<file path="src/rtl/etu_rate_scheduler_if.sv">
// Rate-change handshake between the PPS/ATR requester and the ETU scheduler,
// plus the line-status inputs and ETU outputs consumed by the bit engine.
interface etu_rate_scheduler_if;
    logic        cfgReq;
    logic [3:0]  fiCode;
    logic [3:0]  diCode;
    logic        cfgReady;
    logic        cfgAck;
    logic        cfgErr;
    logic        lineIdle;
    logic        etuResync;
    logic [12:0] cyclesPerEtu;
    logic        etuTick;

    modport master (
        output cfgReq, fiCode, diCode, lineIdle, etuResync,
        input  cfgReady, cfgAck, cfgErr, cyclesPerEtu, etuTick
    );

    modport slave (
        input  cfgReq, fiCode, diCode, lineIdle, etuResync,
        output cfgReady, cfgAck, cfgErr, cyclesPerEtu, etuTick
    );
endinterface

</file>
<file path="src/rtl/etu_rate_scheduler.sv">
// ETU bit-clock owner: decodes (FI,DI), divides Fi/Di serially, waits for a
// quiet line and then switches cycles-per-ETU in a single cycle.
//
// state     | meaning
// IDLE      | ready for a request, old rate ticking
// LOOKUP    | decode latched codes, reject RFU or seed the divider
// DIVIDE    | 12 restoring shift-subtract steps producing floor(Fi/Di)
// WAIT_IDLE | count consecutive idle ETUs until the guard is met
// APPLY     | load new rate, restart the ETU counter, acknowledge
module etu_rate_scheduler #(
    parameter int unsigned DEFAULT_CYCLES = 372,
    parameter int unsigned GUARD_ETU      = 2
) (
    input  logic                 clk,
    input  logic                 reset,
    etu_rate_scheduler_if.slave  bus
);
    localparam int IW = $clog2(GUARD_ETU + 2);
    localparam logic [IW:0] GUARD_X = (IW + 1)'(GUARD_ETU);

    typedef enum logic [2:0] {
        IDLE      = 3'd0,
        LOOKUP    = 3'd1,
        DIVIDE    = 3'd2,
        WAIT_IDLE = 3'd3,
        APPLY     = 3'd4
    } state_t;

    state_t      state;
    state_t      state_next;

    logic [3:0]  fi_lat;
    logic [3:0]  di_lat;
    logic [11:0] fi_val;
    logic [6:0]  di_val;
    logic        fi_rfu;
    logic        di_rfu;
    logic        code_rfu;

    logic [11:0] dq;
    logic [6:0]  rem;
    logic [6:0]  divisor;
    logic [3:0]  div_cnt;
    logic [7:0]  trial;
    logic [6:0]  diff;
    logic        q_bit;

    logic [12:0] count;
    logic [12:0] cpe;
    logic        last_cycle;
    logic        tick;

    logic [IW-1:0] idle_cnt;
    logic [IW:0]   idle_inc;
    logic          guard_met;

    always_comb begin
        fi_val = 12'd0;
        fi_rfu = 1'b0;
        case (fi_lat)
            4'h0, 4'h1: fi_val = 12'd372;
            4'h2:       fi_val = 12'd558;
            4'h3:       fi_val = 12'd744;
            4'h4:       fi_val = 12'd1116;
            4'h5:       fi_val = 12'd1488;
            4'h6:       fi_val = 12'd1860;
            4'h9:       fi_val = 12'd512;
            4'hA:       fi_val = 12'd768;
            4'hB:       fi_val = 12'd1024;
            4'hC:       fi_val = 12'd1536;
            4'hD:       fi_val = 12'd2048;
            default:    fi_rfu = 1'b1;
        endcase
    end

    always_comb begin
        di_val = 7'd0;
        di_rfu = 1'b0;
        case (di_lat)
            4'h1:    di_val = 7'd1;
            4'h2:    di_val = 7'd2;
            4'h3:    di_val = 7'd4;
            4'h4:    di_val = 7'd8;
            4'h5:    di_val = 7'd16;
            4'h6:    di_val = 7'd32;
            4'h7:    di_val = 7'd64;
            4'h8:    di_val = 7'd12;
            4'h9:    di_val = 7'd20;
            default: di_rfu = 1'b1;
        endcase
    end

    assign code_rfu = fi_rfu | di_rfu;

    // Partial remainder always stays below the divisor (<= 64), so 7 bits hold
    // it and the low 7 bits of the subtraction are exact whenever it is taken.
    assign trial = {rem, dq[11]};
    assign q_bit = (trial >= {1'b0, divisor});
    assign diff  = trial[6:0] - divisor;

    assign last_cycle = (count == cpe - 13'd1);
    assign tick       = last_cycle && !bus.etuResync && (state != APPLY);

    assign idle_inc  = {1'b0, idle_cnt} + 1'b1;
    assign guard_met = ({1'b0, idle_cnt} == GUARD_X) ||
                       (bus.lineIdle && tick && (idle_inc == GUARD_X));

    always_ff @(posedge clk) begin
        if (reset) begin
            state <= IDLE;
        end else begin
            state <= state_next;
        end
    end

    always_comb begin
        state_next = state;
        case (state)
            IDLE:      if (bus.cfgReq) state_next = LOOKUP;
            LOOKUP:    state_next = code_rfu ? IDLE : DIVIDE;
            DIVIDE:    if (div_cnt == 4'd0) state_next = WAIT_IDLE;
            WAIT_IDLE: if (guard_met) state_next = APPLY;
            APPLY:     state_next = IDLE;
            default:   state_next = IDLE;
        endcase
    end

    always_comb begin
        bus.cfgReady     = (state == IDLE);
        bus.cfgAck       = (state == APPLY);
        bus.cfgErr       = (state == LOOKUP) && code_rfu;
        bus.etuTick      = tick;
        bus.cyclesPerEtu = cpe;
    end

    always_ff @(posedge clk) begin
        if (reset) begin
            fi_lat <= 4'd0;
            di_lat <= 4'd0;
        end else if (state == IDLE && bus.cfgReq) begin
            fi_lat <= bus.fiCode;
            di_lat <= bus.diCode;
        end
    end

    always_ff @(posedge clk) begin
        if (reset) begin
            dq      <= 12'd0;
            rem     <= 7'd0;
            divisor <= 7'd0;
            div_cnt <= 4'd0;
        end else if (state == LOOKUP) begin
            dq      <= fi_val;
            rem     <= 7'd0;
            divisor <= di_val;
            div_cnt <= 4'd11;
        end else if (state == DIVIDE) begin
            rem     <= q_bit ? diff : trial[6:0];
            dq      <= {dq[10:0], q_bit};
            div_cnt <= div_cnt - 4'd1;
        end
    end

    // A change of rate restarts the ETU from zero so the first new ETU is full length.
    always_ff @(posedge clk) begin
        if (reset) begin
            count <= 13'd0;
            cpe   <= 13'(DEFAULT_CYCLES);
        end else if (state == APPLY) begin
            count <= 13'd0;
            cpe   <= {1'b0, dq};
        end else if (bus.etuResync || last_cycle) begin
            count <= 13'd0;
        end else begin
            count <= count + 13'd1;
        end
    end

    always_ff @(posedge clk) begin
        if (reset) begin
            idle_cnt <= '0;
        end else if (state != WAIT_IDLE || !bus.lineIdle) begin
            idle_cnt <= '0;
        end else if (tick) begin
            idle_cnt <= idle_inc[IW-1:0];
        end
    end
endmodule
</file>
<file path="src/flat_wrapper.sv">
// flat-port wrapper written by rule: the top's interface ports become plain ports
module etu_rate_scheduler_flat 
#(
    parameter int unsigned DEFAULT_CYCLES = 372,
    parameter int unsigned GUARD_ETU      = 2
)
  (clk, reset, bus_cfgReq, bus_fiCode, bus_diCode, bus_lineIdle, bus_etuResync, bus_cfgReady, bus_cfgAck, bus_cfgErr, bus_cyclesPerEtu, bus_etuTick);
  etu_rate_scheduler_if bus_i ();
  input  logic clk;
  input  logic reset;
  input wire logic [$bits(bus_i.cfgReq)-1:0] bus_cfgReq;
  input wire logic [$bits(bus_i.fiCode)-1:0] bus_fiCode;
  input wire logic [$bits(bus_i.diCode)-1:0] bus_diCode;
  input wire logic [$bits(bus_i.lineIdle)-1:0] bus_lineIdle;
  input wire logic [$bits(bus_i.etuResync)-1:0] bus_etuResync;
  output wire logic [$bits(bus_i.cfgReady)-1:0] bus_cfgReady;
  output wire logic [$bits(bus_i.cfgAck)-1:0] bus_cfgAck;
  output wire logic [$bits(bus_i.cfgErr)-1:0] bus_cfgErr;
  output wire logic [$bits(bus_i.cyclesPerEtu)-1:0] bus_cyclesPerEtu;
  output wire logic [$bits(bus_i.etuTick)-1:0] bus_etuTick;
  assign bus_i.cfgReq = bus_cfgReq;
  assign bus_i.fiCode = bus_fiCode;
  assign bus_i.diCode = bus_diCode;
  assign bus_i.lineIdle = bus_lineIdle;
  assign bus_i.etuResync = bus_etuResync;
  assign bus_cfgReady = bus_i.cfgReady;
  assign bus_cfgAck = bus_i.cfgAck;
  assign bus_cfgErr = bus_i.cfgErr;
  assign bus_cyclesPerEtu = bus_i.cyclesPerEtu;
  assign bus_etuTick = bus_i.etuTick;
  etu_rate_scheduler #(.DEFAULT_CYCLES(DEFAULT_CYCLES), .GUARD_ETU(GUARD_ETU)) u_core (.clk(clk), .reset(reset), .bus(bus_i));
endmodule
</file>
<file path="config.mk">
export PLATFORM = sky130hd
export DESIGN_NAME = etu_rate_scheduler_flat
export DESIGN_NICKNAME = d
export VERILOG_FILES = /design/src/rtl/etu_rate_scheduler_if.sv /design/src/rtl/etu_rate_scheduler.sv /design/src/flat_wrapper.sv
export SDC_FILE = /design/constraint.sdc
export NUM_CORES = 1
export LEC_CHECK = 0
export ABC_AREA = 1
export CORE_MARGIN = 5
export CORE_UTILIZATION = 58
export DETAILED_ROUTE_END_ITERATION = 8
export PLACE_DENSITY = 0.86
export SKIP_CTS_REPAIR_TIMING = 1
export SLEW_MARGIN = 20
export SYNTH_ARGS = -nofsm -noshare
export SYNTH_HDL_FRONTEND = slang
export SYNTH_SLANG_ARGS = --single-unit
</file>
<file path="constraint.sdc">
create_clock -name clk -period 2.3 [get_ports clk]
set_input_delay 0.46 -clock clk [delete_from_list [all_inputs] [get_ports clk]]
set_output_delay 0.46 -clock clk [all_outputs]
set_load 0.05 [all_outputs]
</file>
==> reports/metrics.yaml <==
die:
  io_pins: 30
  die_x_microns: 90.5
  start_util_pct: 59.5
  rows: 29
  fp.coreArea_sq_mm: 0.00631
  die_h_microns: 90.5
  die_area_sq_mm: 0.00819
clock_network:
  ctsHtreeMaxLevel: 3
  clk_pin_slew_ps: 70
  cts_num_sinks: 68
  clock_latency_ps: 350
  cts-root-buf: "clkbuf_8"
  cts_tree: "built"
  cts_inserted_buffers: 9
  clockBufferDepth: 2
detailed_routing:
  drc: 0
  routed_via_density: 5.74
  drtAntennaViolNets: 0
  via_count: 3662
  drt_first_pass_iters: 5
  drt_iter0_drc: 200
  drt-wirelength-per-cell_microns: 14.4
  wl_microns: 9190
global_route:
  grt_max_degree: 32
  grt_pass1_vias: 3345
  grt_pass1_wl_microns: 15100
  gr-total-overflow: 0
  grt_usage_pct: 22.0
  antenna_found_initial: 0
setup_path:
  cp_max_fo: 4
  start_kind: "flip-flop"
  reg2reg_from: "u_core.bus.cyclesPerEtu[0]"
  crit_type: "reg2out"
  critPathRequiredTime_ps: 1840
  critPathLaunch: "u_core.bus.cyclesPerEtu[0]"
  cp.arrival_ps: 2050
  end_kind: "output port"
final_layout:
  diodes: 0
  drive_gt1_share_pct: 15.3
  synthToLayoutAreaGrowth_pct: 18.3
  layout.cells.non_filler: 638
  nets: 582
  fillCellCount: 518
power:
  ir_drop_mv: 0.780
  power.density_mw_per_mm2: 955
  leakage_nw: 1.79
timing:
  slew_viol_final: 0
  clock_skew_ps: 3.79
  finalCritPeriodShare_pct: 109
  finalHoldViolations: 0
  slew-limit-headroom_pct: 65.5
  finalCriticalPeriod_ps: 2510
  setup_slack_ps: -209
  rsz0062_at_grt: "true"
  worst_pin_slew_ps: 516
  setup_viol_count_final: 1
  finalSetupTns_ps: -209
  fmax_mhz: 399
place:
  place.gp.congestion: 0.938
  placed_cells: 619
  io_buffers: 28
  post-dp-hpwl_microns: 6510
yosys:
  yosysMostFrequentCell: "nand2_1"
  yosys.area.top_type: "dfxtp_1"
  yosys.area.top_type_share_pct: 36.2
  synthFlopType: "dfxtp_1"
  syn-num-nets: 550
  ys_warn_count: 0
  synth_area_sq_mm: 0.00376
  ys_seq_area_share_pct: 36.2
  synth_edf_count: 0
  synthCells: 524
  ys_async_sr_fraction_pct: 0
  synth.distinct_cells: 47
  synth_area_leaders: "dfxtp_1 (36%), nand2_1 (10%), o21ai_0 (6.5%)"
  postSynthRegisterBits: 68
  synth.avg_cell_area_sq_um: 7.17
  ys_top_cells_by_count: "nand2_1 (104), dfxtp_1 (68), inv_1 (63), o21ai_0 (49), a21oi_1 (45)"
status:
  outcome: "complete, but fails checks"
  failed_checks: "setup timing"
run:
  max-cap-violations: 0
worst_hold_path:
  min_from: "u_core.rem[2]"
  hp-class: "reg2reg"
==> layout make-up <==
type / instances / area (sq um) / share of cell area (%)
multi-input combinational: 372 / 2110 / 47.5
timing repair buffer: 38 / 390 / 8.78
inverter: 67 / 256 / 5.77
clock inverter: 6 / 87.6 / 1.97
tap: 77 / 96.3 / 2.17
clock buffer: 10 / 138 / 3.09
sequential: 68 / 1370 / 30.8
==> registers in the layout, summed over array words and instances, names as in the netlist <==
register	count
u_core.rem	7
u_core.bus.cyclesPerEtu	12
u_core.fi_lat	4
u_core.dq	12
u_core.di_lat	4
u_core.idle_cnt	2
u_core.div_cnt	4
u_core.divisor	7
u_core.state	3
u_core.count	13
==> critical path, cell delays in order, from the launching register on <==
cell and delay [ps]:
dfxtp_4 360, inv_4 90, ha_4 160, nand2_2 90
o21ai_0 250, nand2_1 90, nor2_1 110, nand2_1 90
nor2_4 150, nand3_4 90, inv_4 80, buf_8 140
==> final timing paths <==
check / end / slack, ps / cells past startpoint
worst min register to register: u_core.rem[2] / 480 / 2
worst max-delay path: bus_etuTick / -210 / 11
worst min-delay path: u_core.rem[2] / 480 / 2
worst max register to register: u_core.count[9] / 50 / 14
==> power breakdown <==
part	switching (W)	internal, W	leakage (nW)
logic	0.000986	0.000565	1.13
registers	0.000190	0.00139	0.554
clock network	0.000475	0.000637	0.105
total	0.00165	0.00260	1.79
==> placed cells by master (no fill, tap or decap), types with 3 or more instances in the layout <==
cell             synthesis  layout
nor2_4                   4       6
o211ai_1                 7       7
nor3_1                   7       7
nor2_1                  35      34
nor2_2                  15      14
nand2_1                104     100
a31oi_1                  4       4
clkdlybuf4s50_1          0      24
clkbuf_8                 0      10
a221oi_1                 3       3
xnor2_1                 10      10
buf_4                    1      10
inv_2                    3       5
o31ai_1                  3       3
nand2_2                  4       7
ha_1                    12      11
xor2_1                   7       7
buf_12                   0       3
a21oi_1                 45      45
nand4_1                  6       6
dfxtp_1                 68      64
clkinvlp_4               0       3
o21ai_0                 49      49
dfxtp_2                  0       3
nand3_1                 26      26
inv_1                   63      60
==> kinds of logic (layout without fill, tap and decap cells) <==
| kind of cell | after synthesis | in the layout | share of synthesized area (%) |
|---|---|---|---|
| DFF | 68 | 68 | 36.2 |
| adders and majority gates | 13 | 13 | 4.53 |
| AOI/OAI and AO/OA | 126 | 126 | 19.0 |
| and+or+nand+nor | 215 | 215 | 27.1 |
| xor gates and xnor gates | 17 | 17 | 3.96 |
| buffers and inverters | 84 | 121 | 9.05 |
| other | 1 | 1 | 0.0998 |
==> metal layers <==
layer	track usage [%]	vias to the layer above	routed length (microns)
met5	0	-	0
li1	-	1805	-
met3	5.08	21	647
met1	27.9	1678	3980
met4	7.20	0	187
met2	36.5	158	4380
==> per-stage QoR <==
step / utilization [%] / power (W) / cell area [sq um] / setup WS (ps) / hold WS [ps]
6_report: 70.5 / 0.00425 / 4450 / -209 / 483
3_5_place_dp: 65.4 / 0.00310 / 4130 / 73.9 / 472
2_1_floorplan: - / 0.00270 / 3760 / 77.0 / 446
3_3_place_gp: 65.4 / 0.00305 / 4130 / 154 / 455
5_1_grt: 70.5 / 0.00455 / 4450 / -326 / 504
4_1_cts: 69.0 / 0.00421 / 4360 / -312 / 483
Note: power is estimated with default switching activity, not from simulation.
